**src/rtl/toplayici_4bit_pkg.sv**
```systemverilog
// Shared constants and the single-bit full-add helper for the toplayici_4bit adder.
// Optional macro TOPLAYICI_4BIT_OVF_EN adds signed-overflow outputs to the top.
package toplayici_4bit_pkg;

  localparam int DEFAULT_WIDTH = 4;

  typedef struct packed {
    logic co;
    logic s;
  } fa_result_t;

  function automatic fa_result_t full_add(input logic a, input logic b, input logic ci);
    fa_result_t r;
    r.s  = a ^ b ^ ci;
    r.co = (a & b) | (a & ci) | (b & ci);
    return r;
  endfunction

endpackage

```
**src/rtl/toplayici_4bit_full_adder.sv**
```systemverilog
// One full-adder cell; the top chains WIDTH of these into a ripple-carry adder.
module full_adder
  import toplayici_4bit_pkg::*;
(
  input  logic a,
  input  logic b,
  input  logic ci,
  output logic s,
  output logic co
);

  fa_result_t res;

  assign res = full_add(a, b, ci);
  assign s   = res.s;
  assign co  = res.co;

endmodule

```
**src/rtl/toplayici_4bit.sv**
```systemverilog
// Ripple-carry adder with a combinational sum and a one-cycle registered copy.
// Define TOPLAYICI_4BIT_OVF_EN to add the ovf/ovf_q signed-overflow outputs.
module toplayici_4bit
  import toplayici_4bit_pkg::*;
#(
  parameter int WIDTH = DEFAULT_WIDTH
) (
  input  logic             clk,
  input  logic             rst_n,
  input  logic [WIDTH-1:0] A,
  input  logic [WIDTH-1:0] B,
  input  logic             Cin,
  input  logic             in_valid,
  output logic [WIDTH-1:0] S,
  output logic             Cout,
  output logic [WIDTH-1:0] S_q,
  output logic             Cout_q,
  output logic             out_valid
`ifdef TOPLAYICI_4BIT_OVF_EN
  ,
  output logic             ovf,
  output logic             ovf_q
`endif
);

  logic [WIDTH:0]   carry;
  logic [WIDTH-1:0] sum_d, sum_q;
  logic             cout_d, cout_q;
  logic             valid_d, valid_q;

  assign carry[0] = Cin;

  for (genvar i = 0; i < WIDTH; i++) begin : g_fa
    full_adder u_fa (
      .a  (A[i]),
      .b  (B[i]),
      .ci (carry[i]),
      .s  (S[i]),
      .co (carry[i+1])
    );
  end

  assign Cout = carry[WIDTH];

  // Registered copy only updates on qualified input; otherwise it holds.
  always_comb begin
    sum_d   = sum_q;
    cout_d  = cout_q;
    valid_d = in_valid;
    if (in_valid) begin
      sum_d  = S;
      cout_d = Cout;
    end
  end

  always_ff @(posedge clk or negedge rst_n) begin
    if (!rst_n) begin
      sum_q   <= '0;
      cout_q  <= 1'b0;
      valid_q <= 1'b0;
    end else begin
      sum_q   <= sum_d;
      cout_q  <= cout_d;
      valid_q <= valid_d;
    end
  end

  assign S_q       = sum_q;
  assign Cout_q    = cout_q;
  assign out_valid = valid_q;

`ifdef TOPLAYICI_4BIT_OVF_EN
  logic ovf_d;

  // Signed overflow: carry into the MSB differs from carry out of it.
  assign ovf = carry[WIDTH-1] ^ carry[WIDTH];

  always_comb begin
    ovf_d = ovf_q;
    if (in_valid) ovf_d = ovf;
  end

  always_ff @(posedge clk or negedge rst_n) begin
    if (!rst_n) ovf_q <= 1'b0;
    else        ovf_q <= ovf_d;
  end
`endif

endmodule

```
**config.mk**
```make
export PLATFORM = sky130hd
export DESIGN_NAME = toplayici_4bit
export DESIGN_NICKNAME = d
export VERILOG_FILES = /design/src/rtl/toplayici_4bit_pkg.sv /design/src/rtl/toplayici_4bit_full_adder.sv /design/src/rtl/toplayici_4bit.sv
export SDC_FILE = /design/constraint.sdc
export NUM_CORES = 1
export LEC_CHECK = 0
export CORE_AREA = 2 2 39 41
export CTS_BUF_LIST = sky130_fd_sc_hd__clkbuf_4 sky130_fd_sc_hd__clkbuf_8
export DETAILED_ROUTE_END_ITERATION = 6
export DIE_AREA = 0 0 41 43
export HOLD_SLACK_MARGIN = 0.1
export PLACE_DENSITY_LB_ADDON = 0.08
export RECOVER_POWER = 100
export SETUP_SLACK_MARGIN = 0.1
export SYNTH_ARGS = -nofsm -noshare
export SYNTH_HDL_FRONTEND = slang
export SYNTH_HIERARCHICAL = 1
export SYNTH_SLANG_ARGS = --single-unit
```
**constraint.sdc**
```tcl
create_clock -name clk -period 3 [get_ports clk]
set_input_delay 0.45 -clock clk [delete_from_list [all_inputs] [get_ports clk]]
set_output_delay 0.45 -clock clk [all_outputs]
set_load 0.01 [all_outputs]
```
== Word level (Yosys, flattened, before mapping) ==
Cells that the tools add are included.
Storage, ports and cells
  bits of input ports: 12
  register bits after elaboration: 6
Operators by class
  bitwise logic cells: 28
Operators by type and width (number)
  $and A1 B1 Y1: 12
  $or A1 B1 Y1: 8
  $xor A1 B1 Y1: 8

== Depth between registers and ports, before layout ==
  depth in word-level cells: 12
  gate-level depth with buffers: 5
  gate-level depth less buffers: 5

== Cells and area by module ==
Netlist, hierarchy kept.
Modules (own cells, without submodules)
  toplayici_4bit: area an instance 206.4 µm², sequential area each 150.1 µm², cells an instance 11, instances 1
  full_adder: area an instance 20.0 µm², sequential area each 0.0 µm², cells an instance 1, instances 4

== Worst setup path before layout ==
No wires, ideal clock.
  kind: input port to output port
  start point: input A[0]
  end point: output S[3]
  path slack: 376 ps
  stages on the path: 4
  arrival: 2174 ps
  data required time: 2550 ps
  cell sequence: fa_1 fa_1 fa_1 fa_1
On the way
  longest elaborated chain between the ends: 10
RTL lines
  from (decl): RTL line toplayici_4bit.sv:10  | input logic [WIDTH-1:0] A,
  $and A1 B1 Y1: RTL line toplayici_4bit_pkg.sv:15  | r.co = (a & b) | (a & ci) | (b & ci);
  $or A1 B1 Y1 * (2 in series): RTL line toplayici_4bit_pkg.sv:15
  $and A1 B1 Y1: RTL line toplayici_4bit_pkg.sv:15
  $or A1 B1 Y1: RTL line toplayici_4bit_pkg.sv:15
  $or A1 B1 Y1 *: RTL line toplayici_4bit_pkg.sv:15
  via carry[2]: RTL line toplayici_4bit.sv:26  | logic [WIDTH:0] carry;
  $and A1 B1 Y1: RTL line toplayici_4bit_pkg.sv:15
  $or A1 B1 Y1: RTL line toplayici_4bit_pkg.sv:15
  $or A1 B1 Y1 *: RTL line toplayici_4bit_pkg.sv:15
  via carry[3]: RTL line toplayici_4bit.sv:26
  $xor A1 B1 Y1 *: RTL line toplayici_4bit_pkg.sv:14  | r.s = a ^ b ^ ci;
  to (decl): RTL line toplayici_4bit.sv:14  | output logic [WIDTH-1:0] S,
Mark *: on every way through the listed nets, which the timed path passes. The rest lies on a longest branch.

== Worst setup path in the final report ==
  start point: input Cin
  end point: output S[3]
On the way
  longest elaborated chain between the ends: 10
RTL lines
  from (decl): RTL line toplayici_4bit.sv:12  | input logic Cin,
  $and A1 B1 Y1: RTL line toplayici_4bit_pkg.sv:15
  $or A1 B1 Y1: RTL line toplayici_4bit_pkg.sv:15
  $or A1 B1 Y1 *: RTL line toplayici_4bit_pkg.sv:15
  via carry[1]: RTL line toplayici_4bit.sv:26
  $and A1 B1 Y1: RTL line toplayici_4bit_pkg.sv:15
  $or A1 B1 Y1: RTL line toplayici_4bit_pkg.sv:15
  $or A1 B1 Y1 *: RTL line toplayici_4bit_pkg.sv:15
  via carry[2]: RTL line toplayici_4bit.sv:26
  $and A1 B1 Y1: RTL line toplayici_4bit_pkg.sv:15
  $or A1 B1 Y1: RTL line toplayici_4bit_pkg.sv:15
  $or A1 B1 Y1 *: RTL line toplayici_4bit_pkg.sv:15
  via carry[3]: RTL line toplayici_4bit.sv:26
  $xor A1 B1 Y1 *: RTL line toplayici_4bit_pkg.sv:14
Marked as above.

==> metrics.txt <==
run status=completed; headroom to the max-slew limit=0.802; share of layout cells above drive strength 1=0.325; required time reported for the critical path endpoint=2.55 ns; Mapped Cells=15; met2 wire length=338 um; Critical-path top delay cell=fa_1; clock tree from TritonCTS=done; Highest Signal Layer=met3; share of the yosys chip area belonging to registers=0.524; period utilisation layout=0.952; die area=0.00176 mm^2; detailed route wirelength on metal3=45 um; Cell Chain, Critical Path=dlymetal6s2s_1, fa_2, fa_2, fa_1, fa_1, buf_6; half-perimeter wire length after placement=554 um; initial cell density of the core=0.207; number of top-level pins=23; first-pass GRT wire length=931 um; iteration count of the initial detailed-routing pass=2; worst min-delay path class=register to register; number of maximum-capacitance violations=0; fraction of synthesis flops using an asynchronous set or reset pin=1.00; overall die width=41 um; violation count after the first detailed-route iteration=1; number of buffers inserted during clock tree synthesis=3; depth of the most critical reg-to-reg path=1; leakage power summed over all cells=0.000242 uW; Hold WS=0.495 ns; via count=228; total global routing track utilization=0.0872; GPL Wtd Cong=0.556; number of warnings issued by yosys=6; commonest register cell after synthesis=dfrtp_1; Seq cells post-synth=6; Synth Area per Inst=19.1 um^2; grt ovf=0; Adder-Cell Fraction of Synth Area=0.279; leading area contributor after synthesis=dfrtp_1; CTS Hold Buffers Added=0; pre-CTS setup slack=-0.627 ns; DRC violations left=0; synthesized area=287 um^2; number of nets with antenna violations after routing=0; CTS Root Cell=clkbuf_4; peak supply drop=0.229 mV; Layout Skew=0 ns; critical path capture point type=primary output; Total Nets Final=58; dominant cell by count in the synthesized netlist=dfrtp_1; cell type group with the largest total delay on the critical path=adder cells; reg2reg start=S_q[2]; count of buffers inserted at the top-level ports=22; hold path startpoint=S_q[1]; largest family of logic cells by synthesized area=adder cells; Pins Over Slew Limit=0; Final Setup Violations=0; buffers plus inverters on the worst setup path=2; final number of hold-violating endpoints=0; EDFF count, synth=0; number of standard-cell rows in the floorplan=14; proportion of netlist area held by the largest area contributor=0.524; number of antenna violations at the first check in global routing=0; wire length after detailed routing=630 um; Max Buffers Root-to-Sink=2; Cells on Worst Hold Path=1; via count of the first global-routing pass=221; Synth cell types=3; H-tree depth reported by CTS=1; net count after synthesis=31; simple-gate area share of the yosys netlist=0; dpl cell area=527 um^2; Setup TNS=0 ns; floorplan die height=43 um; crit path DAT=2.41 ns; least setup slack across all paths after layout=0.143 ns; setup repair after global routing missed its margin=no; reg-to-reg setup timing slack=2.26 ns; met1 layer wirelength in the final routing=247 um; Startpoint Class=input pin; Post-Synth XOR/XNOR Area=0; worst-margin pin slew=0.296 ns; per-cell routed wire length=11.3 um; area delta synth->final=91.7%; average vias per placed instance=4.07; multiplexer share of the synthesized area=0.197; final critical-path required period=2.86 ns; Slowest Stage Delay on Critical Path=0.55 ns; clock-pin slew on the worst setup and hold paths=0.04 ns; placed instance count=53; Skew-Pair Late Insertion Delay=0.24 ns; share of the synthesized area in compound gates (AO/OA/AOI/OAI)=0; Layout Cells excl Fill=56; number of buffers added for setup after CTS=0; largest net degree at the start of global routing=7; CTS sink count=6; post-route standard cell area excluding fillers=549 um^2; destination of the worst hold path=S_q[1]; Setup CP Type=input pin to primary output; critical path fanouts, max=2; power per unit of standard cell area=502 mW/mm^2; most frequent cells after synthesis=dfrtp_1, mux2_2, fa_1; R2R Path End=S_q[2]; number of diodes=0; cell types with the largest area share after synthesis=dfrtp_1, fa_1, mux2_2; area of the core=0.00138 mm^2; Highest Clock Rate=0.350 GHz
## area by class of cell
| cell class | count | area, um^2 |
|---|---|---|
| Timing Repair Buffer | 22 | 215 |
| Clock buffer | 3 | 22.5 |
| Tap cell | 16 | 20.0 |
| Multi-Input combinational cell | 9 | 141 |
| Sequential cell | 6 | 150 |
| Fill cell | 139 | 835 |
## how the worst max path moves through the flow
| stage | startpoint | to | depth (start not counted) |
|---|---|---|---|
| final | Cin | S[3] | 6 |
| after global routing | Cin | S[3] | 6 |
| after CTS | B[0] | S[3] | 6 |
| after detailed placement | A[0] | S[3] | 6 |
| after global placement | A[0] | S[3] | 6 |
| after floorplan | A[0] | S[3] | 4 |
## sequential cells by signal (all words and copies together) (netlist names)
signal,flops
Cout_q,1
out_valid,1
S_q,4
## per-layer routing
layer / global-route usage / up-vias
met5: 0 / -
met4: 0.0200 / 0
met3: 0.0785 / 0
met2: 0.131 / 11
met1: 0.0864 / 114
li1: - / 103
## where the power goes
| group | internal (uW) | switching (uW) |
|---|---|---|
| Clock | 45.1 | 26.2 |
| Sequential | 96.2 | 5.99 |
| Combinational | 62.8 | 39.4 |
## through the flow
step,util,power [uW]
global placement,0.381,218
floorplan,-,146
CTS,0.400,294
finish,0.397,276
global route,0.397,296
detailed placement,0.381,219
## layout by cell type (no fill, tap or decap), drive strengths merged
master and count:
dlygate4sd3 10, dlygate4sd2 1, dlymetal6s2s 2, clkdlybuf4s50 6, mux2 5, fa 4
dfrtp 6, clkbuf 4, buf 2
## cells by family (layout without fill, tap and decap cells)
family	Yosys count	count (layout)
buf+inv	0	25
flops	6	6
fa+ha+maj	4	4
mux	5	5
## repair_timing
| item | CTS | global route |
|---|---|---|
| cloned | 0 | 0 |
| pin swaps | 0 | 4 |
| resized for setup | 15 | 4 |
| endpoints found under the setup margin | 3 | 3 |
(Power assumes the default switching activity.)
==> patch, RTL diff (config.mk and constraints unchanged) <==
Set the package constant `DEFAULT_WIDTH` to 5 (it was 4).
--- a/src/rtl/toplayici_4bit_pkg.sv
+++ b/src/rtl/toplayici_4bit_pkg.sv
@@ -2,7 +2,7 @@
 // Optional macro TOPLAYICI_4BIT_OVF_EN adds signed-overflow outputs to the top.
 package toplayici_4bit_pkg;
 
-  localparam int DEFAULT_WIDTH = 4;
+  localparam int DEFAULT_WIDTH = 5;
 
   typedef struct packed {
     logic co;
Ports: changed (resized A, B, S and S_q); port bits go from 23 to 27. The function was not compared with the original's and may differ.
==> patch against the original RTL <==
  * The run now ends with setup timing left
  * Maximum frequency is 6.7% lower
  * Register-to-register slack worse by 20 ps
  * Wire length is 20% higher
  * Count of clock-buffer cells in the layout is 1 higher
  * Sequential cell count is 1 higher
  * Clock skew stayed put
  * Area after synthesis is 31% higher
  * Final area is 21% higher
  * Setup slack worse by 210 ps
  * Power is 26% higher
  * Largest cell class unchanged
  * Largest power group is now combinational logic
==> patch: results (changes against the original RTL) <==
set qor(setup_viol) 2 ;# +2
set qor(run_status) {finished, violations left}
set qor(layout_cell_share_with_drive_strength_beyond_1_pct) 37.50 ;# +5.0 points
set qor(netlist-cell-type-count) 4 ;# +1
set qor(met3_resource_use_gr_pct) 3.141 ;# -4.7 points
set qor(detailedPlacementHpwl_um) 655.8 ;# +18%
set qor(met2_length_um) 416 ;# +23%
set qor(r2r_slack_ps) 2240 ;# -20 ps
set qor(grt_use_total_pct) 10.70 ;# +2.0 points
set qor(largest_reg_flops) 5 ;# +1
set qor(area_after_dpl_um2) 655.6 ;# +24%
set qor(worst_setup_path_endpoint) {S[4]}
set qor(worst_ir_drop_vdd_mv) 0.2355 ;# +3.0%
set qor(maximum_number_of_pins_on_one_net_before_global_route_repair) 8 ;# +1
set qor(failed_checks) {setup timing}
set qor(netlist_top_cells_area) {dfrtp_1 47%, fa_1 27%, mux2_4 24%}
set qor(dp_worst_setup_slack_ps) -886.8 ;# -259.5 ps
set qor(regToRegEndpoint) {S_q[3]}
set qor(r2r_start) {S_q[3]}
set qor(power.leakage_uw) 0.0002853 ;# +18%
set qor(route.layer.met1.wl_um) 267 ;# +8.1%
set qor(num-nets-final) 68 ;# +17%
set qor(layout_setup_ws_ps) -63.40 ;# -206.1 ps
set qor(met2_usage_pct) 13.75 ;# +0.63 points
set qor(route.vias.total) 270 ;# +18%
set qor(cts.repair_timing.setup_buffer_count) 0 ;# unchanged
set qor(port_buffers) 26 ;# +18%
set qor(netlist_top_cells_count) {7 x dfrtp_1, 6 x mux2_4, 5 x fa_1}
set qor(n_antenna_cell) 0 ;# unchanged
set qor(synth_sequential_area_ratio_pct) 46.51 ;# -5.9 points
set qor(avgRoutedWirePerCell_um) 11.84 ;# +5.3%
set qor(cpMaxStageDelayCell) {fa_1}
set qor(dr.first_iter.drc_count) 3 ;# +2
set qor(timing.slew.headroom_pct) 72.73 ;# -7.4 points
set qor(gp_congestion) 0.6120 ;# +10%
set qor(wl_met3_um) 75 ;# +67%
-- patch: cell types whose count changed after synthesis --
cell / change
buf_6: +1
fa_1: +1
mux2_4: +6
mux2_2: -5
dfrtp_1: +1
-- patch: logic make-up after synthesis --
kind of cell / after synthesis / synth area share [%]
flops: 7 / 46.51
mux: 6 / 23.92
buf+inv: 1 / 2.990
fa+ha+maj: 5 / 26.58
-- patch: what timing repair did --
item	in CTS	in global routing
cloned	0	0
gates resized for setup	23	1
hold endpoints to repair	0	0
pin swaps	5	1
setup endpoints to repair	5	3
-- patch: power breakdown --
| part | internal (µW) | total, µW | switching (µW) | leakage (µW) |
|---|---|---|---|---|
| clock | 59.8 | 94.0 | 34.2 | 0.0000184 |
| sequential | 113 | 121 | 8.41 | 0.0000818 |
| combinational | 81.9 | 132 | 50.4 | 0.000185 |
| total | 255 | 348 | 93.1 | 0.000285 |
-- patch: layout make-up --
class,count,area (µm²)
timing repair buffer,26,240.2
clock buffer,4,30.03
multi-input combinational,11,196.4
sequential,7,175.2
tap,16,20.02
fill,128,721.9
-- patch: worst min path at each step --
stage / slack (ps) / endpoint / from / depth (start not counted)
2_1_floorplan: 150 / Cout_q / rst_n / 0
3_3_place_gp: 500 / S_q[0] / S_q[0] / 1
3_5_place_dp: 500 / S_q[1] / S_q[1] / 1
4_1_cts: 470 / S_q[0] / rst_n / 1
5_1_grt: 500 / S_q[0] / S_q[0] / 1
6_report: 480 / S_q[0] / S_q[0] / 1
-- patch: stage by stage --
step	instances	setup TNS, ps	hold slack, ps	utilization, %
after CTS	64	-205.8	470.2	48.55
after floorplan	19	0	154.4	-
after global routing	64	-241.6	503.4	47.83
after detailed placement	60	-2728	497.0	47.38
after global placement	60	-2668	496.6	47.38
final	64	-115.1	481.2	47.83
